<file path="config.mk">
export PLATFORM = sky130hd
export DESIGN_NAME = gat_bram_wide_loader
export DESIGN_NICKNAME = d
export VERILOG_FILES = /design/src/rtl/gat_pkg.sv /design/src/rtl/gat_beat_packer.sv /design/src/rtl/gat_bram_wide_loader.sv
export SDC_FILE = /design/constraint.sdc
export NUM_CORES = 1
export LEC_CHECK = 0
export ABC_AREA = 0
export BUFFER_PORTS_ARGS = -buffer_cell sky130_fd_sc_hd__buf_2
export CELL_PAD_IN_SITES_DETAIL_PLACEMENT = 0
export CELL_PAD_IN_SITES_GLOBAL_PLACEMENT = 1
export CORE_MARGIN = 8
export CORE_UTILIZATION = 40
export CTS_CLUSTER_SIZE = 12
export DETAILED_ROUTE_END_ITERATION = 10
export PLACE_DENSITY = 0.77
export SYNTH_ARGS = -nofsm -noshare
export SYNTH_HDL_FRONTEND = slang
export SYNTH_HIERARCHICAL = 1
export SYNTH_SLANG_ARGS = --single-unit
</file>
<file path="constraint.sdc">
create_clock -name clk -period 2.4 [get_ports clk]
set_input_delay 0.12 -clock clk [delete_from_list [all_inputs] [get_ports clk]]
set_output_delay 0.12 -clock clk [all_outputs]
set_load 0.02 [all_outputs]
</file>
<file path="src/rtl/gat_pkg.sv">
// Shared helpers for the GAT host-to-core BRAM loaders.
// Address split and geometry derived from the core entry width.
package gat_pkg;

  localparam int TOP_W = 32;

  function automatic int calc_beats(input int dw);
    return (dw + TOP_W - 1) / TOP_W;
  endfunction

  function automatic int calc_slog2(input int dw);
    int s;
    s = $clog2(calc_beats(dw));
    return (s < 1) ? 1 : s;
  endfunction

  function automatic int calc_haddr_w(input int depth, input int dw);
    return $clog2(depth) + calc_slog2(dw) + 2;
  endfunction

  function automatic int beat_idx(input logic [31:0] a, input int slog2);
    return int'((a >> 2) & ((32'd1 << slog2) - 32'd1));
  endfunction

  function automatic int ent_idx(input logic [31:0] a, input int slog2);
    return int'(a >> (slog2 + 2));
  endfunction

endpackage

</file>
<file path="src/rtl/gat_beat_packer.sv">
// Stages 32-bit host beats and emits one wide core write per entry.
// Writing the last beat commits; earlier missing beats flag a partial entry.
module gat_beat_packer
  import gat_pkg::*;
#(
  parameter int DATA_WIDTH = 72,
  parameter int DEPTH      = 4096,
  localparam int BEATS     = calc_beats(DATA_WIDTH),
  localparam int SLOG2     = calc_slog2(DATA_WIDTH),
  localparam int ENT_W     = $clog2(DEPTH),
  localparam int HADDR_W   = calc_haddr_w(DEPTH, DATA_WIDTH)
) (
  input  logic                  clk,
  input  logic                  rst_n,
  input  logic                  clr,
  input  logic [31:0]           din,
  input  logic                  ena,
  input  logic                  wea,
  input  logic [HADDR_W-1:0]    addr,
  output logic                  wr_en,
  output logic [ENT_W-1:0]      wr_addr,
  output logic [DATA_WIDTH-1:0] wr_data,
  output logic                  commit,
  output logic                  partial,
  output logic                  drop
);

  localparam int SW  = BEATS * 32;
  localparam int REM = DATA_WIDTH % 32;
  localparam logic [31:0] LAST_MASK =
    (REM == 0) ? '1 : 32'((33'd1 << REM) - 33'd1);
  localparam logic [BEATS-1:0] LAST_BIT =
    BEATS'(1) << (BEATS - 1);

  int               ent;
  int               beat;
  logic             in_rng;
  logic             hit;
  logic             last;
  logic [31:0]      bdata;
  logic [SW-1:0]    stage_q;
  logic [SW-1:0]    merged;
  logic [BEATS-1:0] mask_q;

  always_comb begin
    ent    = ent_idx(32'(addr), SLOG2);
    beat   = beat_idx(32'(addr), SLOG2);
    in_rng = (ent < DEPTH) && (beat < BEATS);
    hit    = ena && wea && in_rng;
    drop   = ena && wea && !in_rng;
    last   = (beat == BEATS - 1);
    commit = hit && last;
    bdata  = last ? (din & LAST_MASK) : din;
    merged = stage_q;
    for (int b = 0; b < BEATS; b++)
      if (b == beat) merged[b*32 +: 32] = bdata;
    partial = commit && ((mask_q | LAST_BIT) != '1);
  end

  always_ff @(posedge clk or negedge rst_n) begin
    if (!rst_n) begin
      wr_en   <= 1'b0;
      wr_addr <= '0;
      wr_data <= '0;
      stage_q <= '0;
      mask_q  <= '0;
    end else if (clr) begin
      wr_en   <= 1'b0;
      wr_addr <= '0;
      wr_data <= '0;
      stage_q <= '0;
      mask_q  <= '0;
    end else begin
      wr_en <= commit;
      if (hit) stage_q <= merged;
      if (commit) begin
        wr_addr <= ENT_W'(ent);
        wr_data <= merged[DATA_WIDTH-1:0];
        mask_q  <= '0;
      end else if (hit) begin
        mask_q <= mask_q | (BEATS'(1) << beat);
      end
    end
  end

endmodule

</file>
<file path="src/rtl/gat_bram_wide_loader.sv">
// Host AXI-BRAM bridge to one wide GAT core BRAM: packs writes,
// counts committed entries, and slices wide read data back to 32 bits.
module gat_bram_wide_loader
  import gat_pkg::*;
#(
  parameter int TOP_WIDTH  = 32,
  parameter int DATA_WIDTH = 72,
  parameter int DEPTH      = 4096,
  parameter int RD_LAT     = 2,
  localparam int BEATS     = calc_beats(DATA_WIDTH),
  localparam int SLOG2     = calc_slog2(DATA_WIDTH),
  localparam int ENT_W     = $clog2(DEPTH),
  localparam int HADDR_W   = calc_haddr_w(DEPTH, DATA_WIDTH)
) (
  input  logic                  clk,
  input  logic                  rst_n,
  input  logic [TOP_WIDTH-1:0]  host_din,
  input  logic                  host_ena,
  input  logic                  host_wea,
  input  logic [HADDR_W-1:0]    host_addra,
  input  logic                  host_enb,
  input  logic [HADDR_W-1:0]    host_addrb,
  output logic [TOP_WIDTH-1:0]  host_dout,
  input  logic [ENT_W:0]        cfg_expected,
  input  logic                  ext_done,
  input  logic                  clr,
  output logic                  core_wr_en,
  output logic [ENT_W-1:0]      core_wr_addr,
  output logic [DATA_WIDTH-1:0] core_wr_data,
  output logic [ENT_W-1:0]      core_rd_addr,
  input  logic [DATA_WIDTH-1:0] core_rd_data,
  output logic                  load_done,
  output logic [ENT_W:0]        entry_cnt,
  output logic                  err_addr,
  output logic                  err_partial
);

  localparam int SW    = BEATS * 32;
  localparam int CNT_W = ENT_W + 1;

  logic commit;
  logic partial;
  logic drop;

  gat_beat_packer #(
    .DATA_WIDTH (DATA_WIDTH),
    .DEPTH      (DEPTH)
  ) u_packer (
    .clk     (clk),
    .rst_n   (rst_n),
    .clr     (clr),
    .din     (host_din),
    .ena     (host_ena),
    .wea     (host_wea),
    .addr    (host_addra),
    .wr_en   (core_wr_en),
    .wr_addr (core_wr_addr),
    .wr_data (core_wr_data),
    .commit  (commit),
    .partial (partial),
    .drop    (drop)
  );

  int               rent;
  int               rbeat;
  logic [SW-1:0]    padded;
  logic [31:0]      rd_slice;
  logic [RD_LAT:0]  rd_vld;
  logic [RD_LAT:0]  rd_ok;
  logic [SLOG2-1:0] rd_beat [RD_LAT+1];

  always_comb begin
    rent     = ent_idx(32'(host_addrb), SLOG2);
    rbeat    = beat_idx(32'(host_addrb), SLOG2);
    padded   = SW'(core_rd_data);
    rd_slice = '0;
    for (int b = 0; b < BEATS; b++)
      if (b == int'(rd_beat[RD_LAT])) rd_slice = padded[b*32 +: 32];
  end

  always_ff @(posedge clk or negedge rst_n) begin
    if (!rst_n) begin
      entry_cnt    <= '0;
      load_done    <= 1'b0;
      err_addr     <= 1'b0;
      err_partial  <= 1'b0;
      core_rd_addr <= '0;
      host_dout    <= '0;
      rd_vld       <= '0;
      rd_ok        <= '0;
      for (int i = 0; i <= RD_LAT; i++) rd_beat[i] <= '0;
    end else if (clr) begin
      entry_cnt    <= '0;
      load_done    <= 1'b0;
      err_addr     <= 1'b0;
      err_partial  <= 1'b0;
      core_rd_addr <= '0;
      host_dout    <= '0;
      rd_vld       <= '0;
      rd_ok        <= '0;
      for (int i = 0; i <= RD_LAT; i++) rd_beat[i] <= '0;
    end else begin
      if (commit && entry_cnt != CNT_W'(DEPTH))
        entry_cnt <= entry_cnt + CNT_W'(1);
      if ((cfg_expected != '0 && entry_cnt == cfg_expected) || ext_done)
        load_done <= 1'b1;
      if (drop)    err_addr    <= 1'b1;
      if (partial) err_partial <= 1'b1;
      // beat index travels alongside the core read latency
      if (host_enb) core_rd_addr <= ENT_W'(rent);
      rd_vld     <= {rd_vld[RD_LAT-1:0], host_enb};
      rd_ok      <= {rd_ok[RD_LAT-1:0],
                     (rent < DEPTH) && (rbeat < BEATS)};
      rd_beat[0] <= SLOG2'(rbeat);
      for (int i = 1; i <= RD_LAT; i++) rd_beat[i] <= rd_beat[i-1];
      if (rd_vld[RD_LAT])
        host_dout <= rd_ok[RD_LAT] ? rd_slice : '0;
    end
  end

endmodule
</file>
==> impl_metrics.toml <==
[grt]
grt_util_all_layers_pct = 18.24
antenna_found_initial = 1
grt_pass1_vias = 8425
grt_overflow = 0
grt_pass1_wl_um = 46610
grt_start_max_net_pins = 89

[sta]
tns_ps = 0
rsz0062_at_grt = "false"
clock_skew_ps = 8.419
finalHoldViolCount = 0
fmax_ghz = 0.5484
finalCritPeriodShare_pct = 75.97
setup_violations = 0
worst_slew_pin_slew_ps = 739.4
period_needed_ps = 1823
slew_headroom_pct = 50.71
holdWs_ps = 24.30
slew_violations = 0

[route]
antenna_left = 0
drt_iter0_markers = 437
vias = 7723
drc = 0
post_drt_wl_per_cell_um = 17.85
viasPerCell = 4.758
drt-pass1-iter-count = 4
finalWirelength_um = 28960

[floorplan]
core_mm2 = 0.02576
die_area_mm2 = 0.03133
num_rows = 59
fp.dieH_um = 177.0
pin_count = 301
start_util_pct = 40.25
die_x_um = 177.0

[setup_path]
crit_path_end_kind = "flip-flop"
worst_setup_path_start_kind = "flip-flop"
rr_startpoint = "rd_beat[0]"
cp.required_ps = 2780
cp_data_arrival_time_ps = 2200
path_class = "reg -> reg"
reg2reg_slack_ps = 580
critPathLaunch = "rd_beat[0]"
cp_max_fo = 32

[synth]
syn_area_mm2 = 0.01037
synth.distinct_cells = 44
syn_inst = 881
synthFlopType = "dfrtp_1"
syn-mean-instance-area_um2 = 11.77
ys_ff_latch = 223
synth_edf_count = 0
yosys_warnings = 6
syn-num-nets = 1039
synth-async-reset-ratio_pct = 100.0
synth.yosys.seq_area_share_pct = 53.81

[hold_path]
min-delay-start = "core_rd_data[36]"
min-delay-path-class = "in -> reg"

[placed_design]
dp_hpwl_um = 19100
gp_congestion = 0.7940
dp.cells = 1466
io_buffers = 296

[cts]
postCtsSetupRepairBufs = 0
clk_pin_slew_ps = 60
clkSinkCount = 223
numCtsBuffers = 24
cts_root_buffer = "clkbuf_16"
htreeDepth = 1
clk-insertion-delay-late_ps = 510
clock_path_buffers = 3
cts_tree = "done"

[power_and_ir_drop]
power_mw = 8.295
peakVddDrop_v = 0.0003473
cellPowerDensity_mw_per_mm2 = 589.5
p_leak_nw = 6.925

[finish]
drive_above_1_share_pct = 27.80
diodes = 0
nNetsFinal = 1429
final_cells = 1623
syn2layout_area_growth_pct = 35.69

[job]
drv_cap = 0

[run_status]
status = "completed"
==> what timing repair did <==
action                                  4_1_cts  5_1_grt
hold buffers                                114        0
endpoints found under the setup margin        0        0
resized for setup                             0        0
endpoints found under the hold margin       189        0
==> cell usage in the layout (no fill, tap or decap), types with 2 or more instances in the layout <==
cell type | synthesis | layout
a31o_1 | 3 | 3
nand3_1 | 7 | 7
nor3_1 | 5 | 5
a21oi_1 | 12 | 12
dfrtp_1 | 223 | 223
nand2_1 | 25 | 25
nor4_1 | 5 | 5
ha_1 | 2 | 2
nand2b_1 | 192 | 192
clkbuf_8 | 0 | 6
o21ai_1 | 24 | 24
nor2_1 | 42 | 42
mux2i_1 | 193 | 193
nor4b_4 | 2 | 2
inv_1 | 8 | 8
nand4_1 | 4 | 4
dlygate4sd3_1 | 0 | 114
clkbuf_1 | 32 | 10
or2b_1 | 2 | 2
clkbuf_16 | 0 | 25
xor2_1 | 9 | 9
nor2b_1 | 20 | 20
o2bb2ai_1 | 8 | 8
clkinv_2 | 0 | 2
buf_4 | 3 | 9
buf_12 | 0 | 7
a311oi_1 | 2 | 2
o211a_1 | 2 | 2
buf_2 | 11 | 294
xnor2_1 | 12 | 12
==> power by group <==
group          leakage [nW]  internal (mW)  switching, mW  total (mW)
Clock                 0.381           2.20           1.45        3.65
Sequential             3.09           3.82         0.0258        3.84
Combinational          3.46          0.408          0.395       0.803
==> synthesized netlist by cell type (all sizes together) (2+ instances only) <==
master     n  share of area, %
xnor2     12               1.0
mux2i    193                19
o211a      2              0.19
a31o       3              0.25
nand2     25              0.90
o2bb2ai    8              0.68
xor2       9              0.76
inv        9              0.33
nor3       5              0.24
nor2      42               1.5
dfrtp    223                54
ha         2              0.24
buf       30               2.2
o21ai     24               1.2
nor2b     20               1.2
nand3      7              0.34
clkbuf    32               1.2
a311oi     3              0.31
nor4b      2              0.46
or2b       2              0.14
nor4       7              0.63
nand2b   192                12
nand4      5              0.36
a21oi     13              0.66
==> layout make-up <==
| class | count | area [µm²] |
|---|---|---|
| fillers | 2243 | 11690 |
| flip-flops and latches | 223 | 5580 |
| repair buffers | 426 | 2846 |
| multi-input cells | 587 | 4409 |
| inverters | 9 | 35.03 |
| well taps | 335 | 419.2 |
| clock inverters | 2 | 35.03 |
| clock buffers | 41 | 745.7 |
==> routing by layer <==
| layer | up-vias | track usage [%] | routed length (µm) |
|---|---|---|---|
| li1 | 3732 | - | - |
| met1 | 3715 | 22.54 | 12280 |
| met2 | 235 | 30.79 | 13660 |
| met3 | 39 | 5.761 | 2577 |
| met4 | 2 | 3.923 | 433 |
| met5 | - | 0 | 8 |
==> stage by stage <==
stage,instance area (µm²),util [%],setup slack (ps)
floorplan,10370,-,725.6
global placement,12150,47.16,710.0
detailed placement,12150,47.16,689.2
CTS,14070,54.62,562.1
global route,14070,54.62,493.1
finish,14070,54.62,576.6
==> critical path, stage by stage, from the launching register on <==
cell           delay, ps
dfrtp_1              330
buf_4                420
mux2i_1              270
dlygate4sd3_1        580
o21ai_1               70
==> sequential cells by signal, indices dropped and copies added, names as in the netlist, 2 cells and up <==
name / cells
u_packer/wr_data: 72
u_packer/stage_q: 64
u_packer/wr_addr: 12
u_packer/mask_q: 2
rd_vld: 3
rd_ok: 3
host_dout: 32
entry_cnt: 13
rd_beat: 6
core_rd_addr: 12
==> worst paths after layout <==
path                       depth (start not counted)                    to
max in group asynchronous                          3  u_packer/wr_data[60]
min in group asynchronous                          2  u_packer/wr_data[18]
max reg2reg                                        4         host_dout[16]
min reg2reg                                        1              rd_ok[2]
max                                                4         host_dout[16]
min                                                4          host_dout[4]
==> logic make-up (layout without fill, tap and decap cells) <==
group                      count (synthesis)  in the layout  share of synthesized area, %
adders and majority gates                  2              2                        0.2413
buffers and inverters                     71            478                         3.680
muxes                                    193            193                         18.63
AOI/OAI and AO/OA                         57             57                         3.716
xor gates and xnor gates                  21             21                         1.774
and+or+nand+nor                          314            314                         18.15
DFF                                      223            223                         53.81
Note: power is estimated with default switching activity, not from simulation.
